[config.mk]
export PLATFORM = sky130hd
export DESIGN_NAME = regfile_wb_queue
export DESIGN_NICKNAME = d
export VERILOG_FILES = /design/src/rtl/regfile_wb_queue.sv
export SDC_FILE = /design/constraint.sdc
export NUM_CORES = 1
export LEC_CHECK = 0
export ABC_AREA = 1
export BUFFER_PORTS_ARGS = -buffer_cell sky130_fd_sc_hd__buf_2
export CAP_MARGIN = 25
export CELL_PAD_IN_SITES_DETAIL_PLACEMENT = 0
export CELL_PAD_IN_SITES_GLOBAL_PLACEMENT = 1
export CORE_ASPECT_RATIO = 0.8
export CORE_MARGIN = 3
export CORE_UTILIZATION = 45
export CTS_BUF_LIST = sky130_fd_sc_hd__clkbuf_16
export DETAILED_ROUTE_END_ITERATION = 8
export PLACE_DENSITY_LB_ADDON = 0.1
export SLEW_MARGIN = 20
export SYNTH_ARGS = -nofsm -noshare
export SYNTH_HDL_FRONTEND = slang
export SYNTH_SLANG_ARGS = --single-unit
[constraint.sdc]
create_clock -name clk -period 7.5 [get_ports clk]
set_input_delay 0.375 -clock clk [delete_from_list [all_inputs] [get_ports clk]]
set_output_delay 0.375 -clock clk [all_outputs]
set_load 0.02 [all_outputs]
[src/rtl/regfile_wb_queue.sv]
// ============================================================================
// Module   : regfile_wb_queue
// Purpose  : Two-source in-order write-back queue feeding the 32x32 register
//            file, with optional forwarding lookup (macro WB_FWD_EN).
// Revision : 1.0
// ============================================================================
`default_nettype none

module regfile_wb_queue #(
    parameter int DEPTH = 4,
    parameter int AW    = 5,
    parameter int DW    = 32
) (
    input  logic                     clk,
    input  logic                     rst_n,
    input  logic                     a_valid,
    output logic                     a_ready,
    input  logic [AW-1:0]            a_reg,
    input  logic [DW-1:0]            a_data,
    input  logic                     b_valid,
    output logic                     b_ready,
    input  logic [AW-1:0]            b_reg,
    input  logic [DW-1:0]            b_data,
    output logic                     wb_we,
    output logic [AW-1:0]            wb_reg,
    output logic [DW-1:0]            wb_data,
    input  logic [AW-1:0]            look1_reg,
    input  logic [AW-1:0]            look2_reg,
    output logic                     fwd1_hit,
    output logic [DW-1:0]            fwd1_data,
    output logic                     fwd2_hit,
    output logic [DW-1:0]            fwd2_data,
    output logic [$clog2(DEPTH):0]   count,
    output logic                     idle
);

    localparam int              PW      = $clog2(DEPTH);
    localparam int              CW      = $clog2(DEPTH) + 1;
    localparam logic [CW-1:0]   C_DEPTH = CW'(DEPTH);

    logic [AW-1:0] r_mem_reg  [DEPTH];
    logic [DW-1:0] r_mem_data [DEPTH];
    logic [PW-1:0] r_wr_ptr;
    logic [PW-1:0] r_rd_ptr;
    logic [CW-1:0] r_count;
    logic          r_wb_we;
    logic [AW-1:0] r_wb_reg;
    logic [DW-1:0] r_wb_data;

    logic          w_acc_a;
    logic          w_acc_b;
    logic          w_pop;
    logic [PW-1:0] w_b_slot;

    // Readiness uses pre-edge occupancy only; a slot freed by this cycle's pop
    // is not handed out until the next cycle.
    assign a_ready  = r_count < C_DEPTH;
    assign w_acc_a  = a_valid && a_ready && (a_reg != '0);
    assign b_ready  = (r_count + CW'(w_acc_a)) < C_DEPTH;
    assign w_acc_b  = b_valid && b_ready && (b_reg != '0);
    assign w_pop    = r_count != '0;
    assign w_b_slot = r_wr_ptr + PW'(w_acc_a);

    always_ff @(posedge clk) begin
        if (w_acc_a) begin
            r_mem_reg[r_wr_ptr]  <= a_reg;
            r_mem_data[r_wr_ptr] <= a_data;
        end
        if (w_acc_b) begin
            r_mem_reg[w_b_slot]  <= b_reg;
            r_mem_data[w_b_slot] <= b_data;
        end
    end

    always_ff @(posedge clk or negedge rst_n) begin
        if (!rst_n) begin
            r_wr_ptr  <= '0;
            r_rd_ptr  <= '0;
            r_count   <= '0;
            r_wb_we   <= 1'b0;
            r_wb_reg  <= '0;
            r_wb_data <= '0;
        end else begin
            r_wr_ptr <= r_wr_ptr + PW'(w_acc_a) + PW'(w_acc_b);
            r_rd_ptr <= r_rd_ptr + PW'(w_pop);
            r_count  <= r_count + CW'(w_acc_a) + CW'(w_acc_b) - CW'(w_pop);
            r_wb_we  <= w_pop;
            if (w_pop) begin
                r_wb_reg  <= r_mem_reg[r_rd_ptr];
                r_wb_data <= r_mem_data[r_rd_ptr];
            end
        end
    end

    assign wb_we   = r_wb_we;
    assign wb_reg  = r_wb_reg;
    assign wb_data = r_wb_data;
    assign count   = r_count;
    assign idle    = (r_count == '0) && !r_wb_we;

`ifdef WB_FWD_EN
    for (genvar k = 0; k < 2; k++) begin : g_fwd
        logic [AW-1:0] w_key;
        logic          w_hit;
        logic [DW-1:0] w_data;

        assign w_key = (k == 0) ? look1_reg : look2_reg;

        // Scan oldest to newest so the newest matching entry overrides.
        always_comb begin
            logic [PW-1:0] v_idx;
            w_hit  = 1'b0;
            w_data = '0;
            v_idx  = '0;
            if (r_wb_we && (r_wb_reg == w_key)) begin
                w_hit  = 1'b1;
                w_data = r_wb_data;
            end
            for (int i = 0; i < DEPTH; i++) begin
                v_idx = r_rd_ptr + PW'(i);
                if ((CW'(i) < r_count) && (r_mem_reg[v_idx] == w_key)) begin
                    w_hit  = 1'b1;
                    w_data = r_mem_data[v_idx];
                end
            end
            if (w_key == '0) begin
                w_hit  = 1'b0;
                w_data = '0;
            end
        end

        if (k == 0) begin : g_port1
            assign fwd1_hit  = w_hit;
            assign fwd1_data = w_data;
        end else begin : g_port2
            assign fwd2_hit  = w_hit;
            assign fwd2_data = w_data;
        end
    end
`else
    logic w_unused_look;
    assign w_unused_look = ^{look1_reg, look2_reg};
    assign fwd1_hit  = 1'b0;
    assign fwd1_data = '0;
    assign fwd2_hit  = 1'b0;
    assign fwd2_data = '0;
`endif

endmodule

`default_nettype wire

Word-level counts from Yosys, hierarchy flattened
Memory sizes are Yosys's and may differ from the RTL's. A register that Yosys moved wholly into a read port is not among the register bits. Index checks and enable logic that the tools add are counted. Widths: inputs -> output; s select.

Flip-flop bits (word level): 8. Memories kept: 2. Bits in read-only memories: 0. Bits in latches: 0. Word-level logic and storage cells: 30. Memory bits (writable): 148. Output and inout port bits: 110.

Memory list: r_mem_data (depth 4, bits a word 32, read ports 1, clocked after memory_dff 1, write ports 2, line 42) `logic [DW-1:0] r_mem_data [DEPTH];`; r_mem_reg (depth 4, bits a word 5, read ports 1, clocked after memory_dff 1, write ports 2, line 41) `logic [AW-1:0] r_mem_reg [DEPTH];`.

Shifts and indexed selects: 0. $lt $le $gt $ge: 2. Bitwise logic cells: 0. $mul: 0. Add/subtract/negate cells: 6. Multiplexer cells: 4. Eq/ne operators: 0. Reduce and logical (&&, ||, !) cells: 12. Divide/modulo/power cells: 0.

Operators with widths (count): $reduce_bool 5->1 (2); $add 2x1->2 (3); $add 3x1->3 (2); $lt 3x3->1 const B (2); $logic_and 1x1->1 (5); $mux 1 (4); $logic_not 1->1 (3); $logic_not 3->1 (1); $reduce_bool 3->1 (1); $sub 3x1->3 (1).

Longest topological paths before layout
Word-level depth: 9. Gate-level depth with buffers: 16. Mapped depth without buffers: 15.

Worst setup path after synthesis
Ideal clock, no wire load.

Path type: input to register. From: input a_reg[3]. To: memory r_mem_data[3][0], enable pin. Stages on the path: 13. Data required time: 7064 ps. Buffers on the path: 2. Path slack: 4096 ps. Arrival time: 2969 ps. Setup time: 436 ps. Path through: nor3_1 nand2_1 nand2_1 inv_1 ha_1 ha_1 nand2_1 nand3_2 inv_2 nand3_1 buf_2 buf_6 o21ai_1.

RTL lines: from (decl) (line 18) `input logic [AW-1:0] a_reg,`; to (decl) (line 42).

==> impl_results.html <==
<table>
<tr><th>Metric</th><th>Value</th></tr>
<tr><th colspan="2">Critical path</th></tr>
<tr><td>Worst Reg-to-Reg Cells</td><td>13</td></tr>
<tr><td>Reg-to-reg critical path startpoint</td><td>count[2]</td></tr>
<tr><td>Worst path arrival time</td><td>~3.7 ns</td></tr>
<tr><td>WS Path Type</td><td>reg -&gt; reg</td></tr>
<tr><td>End of the worst register-to-register path</td><td>r_mem_data[0][18]</td></tr>
<tr><td>FF-to-FF setup slack</td><td>between 3 and 4 ns</td></tr>
<tr><td>Maximum fanout count along the critical path</td><td>38</td></tr>
<tr><td>Nature of the critical path endpoint</td><td>register</td></tr>
<tr><td>Type of element launching the critical path</td><td>register</td></tr>
<tr><td>Required time worst endpoint</td><td>7.58 ns</td></tr>
<tr><th colspan="2">Pwr</th></tr>
<tr><td>Cell leakage power</td><td>0.00533 uW</td></tr>
<tr><td>Switch Pwr</td><td>between 2000 and 2500 uW</td></tr>
<tr><td>Clock share of power</td><td>between 10% and 20%</td></tr>
<tr><td>Internal Pwr Total</td><td>around 2800 uW</td></tr>
<tr><td>Share of power burned in registers</td><td>between 30% and 40%</td></tr>
<tr><td>Max IR drop VDD</td><td>slightly below 0.3 mV</td></tr>
<tr><td>Power density relative to cell area</td><td>between 400 and 500 nW/um^2</td></tr>
<tr><td>Fraction of power spent switching nets</td><td>between 40% and 50%</td></tr>
<tr><td>Gate power share</td><td>roughly 46%</td></tr>
<tr><th colspan="2">Cells and area</th></tr>
<tr><td>Core Util, Final</td><td>about 52%</td></tr>
<tr><td>Synth-to-layout area growth</td><td>12.1%</td></tr>
<tr><td>Net count, final</td><td>between 1k and 1.5k</td></tr>
<tr><td>Fraction of layout instances using a drive strength above 1</td><td>14.7%</td></tr>
<tr><td>Flip-flop count of the largest register, all copies and words added</td><td>between 100 and 150</td></tr>
<tr><td>Number of fillers in the final layout</td><td>2134</td></tr>
<tr><td>Count of inserted antenna diode cells</td><td>0</td></tr>
<tr><th colspan="2">Timing</th></tr>
<tr><td>Aggregate negative setup slack</td><td>0 ns</td></tr>
<tr><td>Slew HR</td><td>36.1%</td></tr>
<tr><td>Slew Viols, Final</td><td>0</td></tr>
<tr><td>RSZ-0062 raised after global routing</td><td>false</td></tr>
<tr><td>Worst Tran Pin Value</td><td>~0.96 ns</td></tr>
<tr><td>Ratio of final minimum period to clock period</td><td>between 40% and 50%</td></tr>
<tr><td>Final setup violation count</td><td>0</td></tr>
<tr><td>Crit path time final</td><td>between 3 and 4 ns</td></tr>
<tr><td>Highest Clock Rate</td><td>between 0.2 and 0.3 GHz</td></tr>
<tr><td>Number of hold-slack violations in the final timing report</td><td>0</td></tr>
<tr><td>Worst clock skew on the final layout</td><td>0.0151 ns</td></tr>
<tr><th colspan="2">Floorplanning</th></tr>
<tr><td>Initial cell density of the core</td><td>46.7%</td></tr>
<tr><td>Placeable core area</td><td>22000 sq um</td></tr>
<tr><td>Die area</td><td>24700 sq um</td></tr>
<tr><td>Chip Height</td><td>approximately 140 microns</td></tr>
<tr><td>Std cell rows</td><td>48</td></tr>
<tr><td>Die width</td><td>approximately 170 microns</td></tr>
<tr><td>I/O pin count</td><td>around 200</td></tr>
<tr><th colspan="2">Synthesis</th></tr>
<tr><td>Adder-cell area share of the yosys netlist</td><td>under 10%</td></tr>
<tr><td>Mapped Area</td><td>between 10000 and 15000 sq um</td></tr>
<tr><td>Synth Area in XOR/XNOR</td><td>0.342%</td></tr>
<tr><td>Area leader, netlist</td><td>sky130_fd_sc_hd__edfxtp_1</td></tr>
<tr><td>Synth Area in Compound Gates</td><td>around 3.8%</td></tr>
<tr><td>Basic-gate share of the synthesized area counting and, or, nand and nor cells</td><td>30.4%</td></tr>
<tr><td>Average size of a mapped cell</td><td>roughly 8.4 sq um</td></tr>
<tr><td>Fraction of synthesized area in multiplexers</td><td>0%</td></tr>
<tr><td>Gate Count Post-Synth</td><td>between 1k and 1.5k</td></tr>
<tr><td>Ys Warns</td><td>0</td></tr>
<tr><td>Flip-flop and latch count after synthesis</td><td>between 150 and 200</td></tr>
<tr><td>Sequential cell area fraction in the yosys report</td><td>54.3%</td></tr>
<tr><td>Largest cells by area after synthesis</td><td>sky130_fd_sc_hd__edfxtp_1, sky130_fd_sc_hd__nand2_1, sky130_fd_sc_hd__dfrtp_1</td></tr>
<tr><td>Main combinational cell family by area after synthesis</td><td>simple AND/OR/NAND/NOR gates</td></tr>
<tr><td>Top cell type's share of synthesized area</td><td>between 40 and 50%</td></tr>
<tr><td>Number of distinct library cells after synthesis</td><td>23</td></tr>
<tr><th colspan="2">Global routing</th></tr>
<tr><td>Number of antenna violations at the first check in global routing</td><td>0</td></tr>
<tr><td>Global-route wire length before repair</td><td>around 44 mm</td></tr>
<tr><td>Pin count of the biggest net entering global routing</td><td>between 100 and 150</td></tr>
<tr><td>Remaining global-route overflow</td><td>0</td></tr>
<tr><td>GRT Resource Usage Total</td><td>22.7%</td></tr>
<tr><td>Vias in the first global route</td><td>a little under 8k</td></tr>
<tr><th colspan="2">Detailed routing</th></tr>
<tr><td>Remaining design rule violation count</td><td>0</td></tr>
<tr><td>Ratio of routed vias to standard cells</td><td>5.11</td></tr>
<tr><td>Total length of routed wires</td><td>~28 mm</td></tr>
<tr><td>Initial DRC count</td><td>about 750</td></tr>
<tr><td>Post-route ant nets</td><td>0</td></tr>
<tr><td>Total number of vias</td><td>just over 8k</td></tr>
<tr><td>Average routed wire per standard cell</td><td>~17 microns</td></tr>
<tr><td>Initial DRT Pass Iterations</td><td>5</td></tr>
<tr><th colspan="2">Place</th></tr>
<tr><td>Routability-driven placement congestion ratio</td><td>between 0.7 and 0.8</td></tr>
<tr><td>Post-detail-place hpwl</td><td>between 15 and 20 mm</td></tr>
<tr><td>Quantity of I/O buffers inserted on ports</td><td>about 120</td></tr>
<tr><th colspan="2">Job</th></tr>
<tr><td>Max-cap violations</td><td>0</td></tr>
<tr><th colspan="2">Clocking</th></tr>
<tr><td>Maximum buffer depth of the clock tree</td><td>2</td></tr>
<tr><td>Clock latency of the later-clocked register in the worst-skew pair</td><td>around 0.43 ns</td></tr>
<tr><td>Clock slew seen by the registers of the worst setup and hold paths</td><td>around 0.070 ns</td></tr>
<tr><td>Hold-fix buffers, CTS</td><td>0</td></tr>
<tr><td>Deepest level of the CTS H-tree</td><td>4</td></tr>
<tr><td>Clock sink count</td><td>a little under 200</td></tr>
<tr><td>CTS Root Buffer Type</td><td>sky130_fd_sc_hd__clkbuf_16</td></tr>
<tr><td>Number of cells upsized or downsized after cts</td><td>0</td></tr>
<tr><td>TritonCTS buffer count</td><td>17</td></tr>
<tr><td>TritonCTS clock tree</td><td>done</td></tr>
<tr><td>Post-CTS setup repair buffer count</td><td>0</td></tr>
<tr><th colspan="2">Outcome</th></tr>
<tr><td>Run status</td><td>completed</td></tr>
<tr><th colspan="2">Hold path</th></tr>
<tr><td>Hold crit path type</td><td>in -&gt; async</td></tr>
</table>
==> final cells by class <==
| cell class | count | area, sq um | share of cell area (%) |
|---|---|---|---|
| sequential | 193 | 5570 | 48.5 |
| multi-input combinational | 931 | 4000 | 34.8 |
| timing repair buffer | 143 | 856 | 7.45 |
| clock buffer | 17 | 425 | 3.70 |
| tap | 300 | 375 | 3.27 |
| clock inverter | 15 | 193 | 1.68 |
| inverter | 20 | 75.1 | 0.653 |
==> kinds of logic (layout without fill, tap and decap cells) <==
group | count (synthesis) | count (layout)
adder cells (fa/ha/maj) | 8 | 8
buffers and inverters | 165 | 195
XOR/XNOR | 4 | 4
other | 1 | 66
flip-flops | 193 | 193
AO/OA/AOI/OAI | 78 | 78
AND/OR/NAND/NOR | 775 | 775
==> routing by layer <==
layer  global-route usage, %  part of all wire, %  up-vias
met2                    37.2                   47      311
met1                    32.1                   45     3921
met3                    3.28                  7.0       26
met5                       0                    0        -
met4                    5.33                  1.1        0
li1                        -                    -     4019
==> power by group through the flow <==
stage,Clock (uW),Combinational (uW),Sequential [uW]
floorplan,0,1440,1920
global placement,0,2230,1770
detailed placement,0,2330,1770
CTS,985,2330,1750
global route,1020,2600,1790
finish,974,2320,1750
==> metrics by stage <==
step | cells | area, sq um | hold slack [ns] | setup slack, ns | power (uW)
after floorplan | 1289 | 10500 | 0.0794 | 4.10 | 3360
after global placement | 1582 | 10800 | 0.457 | 3.27 | 4000
after detailed placement | 1585 | 10800 | 0.460 | 3.42 | 4100
after CTS | 1617 | 11400 | 0.0729 | 3.71 | 5070
after global routing | 1619 | 11500 | 0.104 | 3.57 | 5420
final | 1619 | 11500 | 0.0616 | 3.89 | 5050
==> synthesized netlist by cell type, drive strengths merged <==
cell / n
buf: 130
clkbuf: 15
conb: 1
dfrtp: 45
edfxtp: 148
fa: 1
ha: 7
inv: 20
nand2: 460
nand3: 154
nor2: 159
nor3: 2
o21ai: 78
xnor2: 2
xor2: 2
==> how the worst max path moves through the flow <==
stage	startpoint	slack, ns	endpoint	cells past startpoint
floorplan	a_reg[3]	4.10	r_mem_data[3][0]	13
global placement	a_reg[3]	3.27	r_mem_data[0][14]	13
detailed placement	a_reg[3]	3.42	r_mem_data[1][14]	13
CTS	count[2]	3.71	r_mem_data[3][18]	11
global route	count[2]	3.57	r_mem_data[0][23]	12
finish	count[2]	3.89	r_mem_data[0][18]	13
==> worst max-delay path, cell delays in order (launching register included) <==
cell and delay, ns:
sky130_fd_sc_hd__dfrtp_1 0.44, sky130_fd_sc_hd__nor2_1 0.12, sky130_fd_sc_hd__nand2_1 0.24, sky130_fd_sc_hd__inv_1 0.17
sky130_fd_sc_hd__ha_1 0.20, sky130_fd_sc_hd__inv_1 0.06, sky130_fd_sc_hd__nand2_1 0.05, sky130_fd_sc_hd__nand2_1 0.15
sky130_fd_sc_hd__nor2_4 0.41, sky130_fd_sc_hd__buf_12 0.25, sky130_fd_sc_hd__nand3_2 0.08, sky130_fd_sc_hd__buf_4 0.30
sky130_fd_sc_hd__o21ai_4 0.28, sky130_fd_sc_hd__buf_4 0.46
==> cell usage in the layout, fill, tap and decap left out <==
cell type | Yosys | layout
sky130_fd_sc_hd__o21ai_4 | 0 | 4
sky130_fd_sc_hd__buf_4 | 83 | 17
sky130_fd_sc_hd__nand3_2 | 1 | 5
sky130_fd_sc_hd__ha_1 | 7 | 7
sky130_fd_sc_hd__buf_2 | 31 | 121
sky130_fd_sc_hd__conb_1 | 1 | 66
sky130_fd_sc_hd__o21ai_0 | 74 | 74
sky130_fd_sc_hd__buf_12 | 0 | 2
sky130_fd_sc_hd__inv_1 | 15 | 16
sky130_fd_sc_hd__clkbuf_16 | 0 | 17
sky130_fd_sc_hd__nand3_1 | 153 | 149
sky130_fd_sc_hd__bufinv_16 | 0 | 4
sky130_fd_sc_hd__xor2_1 | 2 | 2
sky130_fd_sc_hd__xnor2_1 | 2 | 2
sky130_fd_sc_hd__clkinv_4 | 0 | 2
sky130_fd_sc_hd__edfxtp_1 | 148 | 148
sky130_fd_sc_hd__nand2_1 | 460 | 460
sky130_fd_sc_hd__nor3_2 | 0 | 1
sky130_fd_sc_hd__inv_2 | 5 | 6
sky130_fd_sc_hd__dfrtp_1 | 45 | 43
sky130_fd_sc_hd__clkinvlp_4 | 0 | 3
sky130_fd_sc_hd__nor2_4 | 1 | 5
sky130_fd_sc_hd__nor2_1 | 156 | 154
sky130_fd_sc_hd__inv_6 | 0 | 2
sky130_fd_sc_hd__clkinv_1 | 0 | 2
sky130_fd_sc_hd__nor3_1 | 2 | 1
sky130_fd_sc_hd__buf_16 | 0 | 3
sky130_fd_sc_hd__dfrtp_2 | 0 | 2
sky130_fd_sc_hd__fa_1 | 1 | 1
No activity file was read; power rests on OpenSTA's default activity.
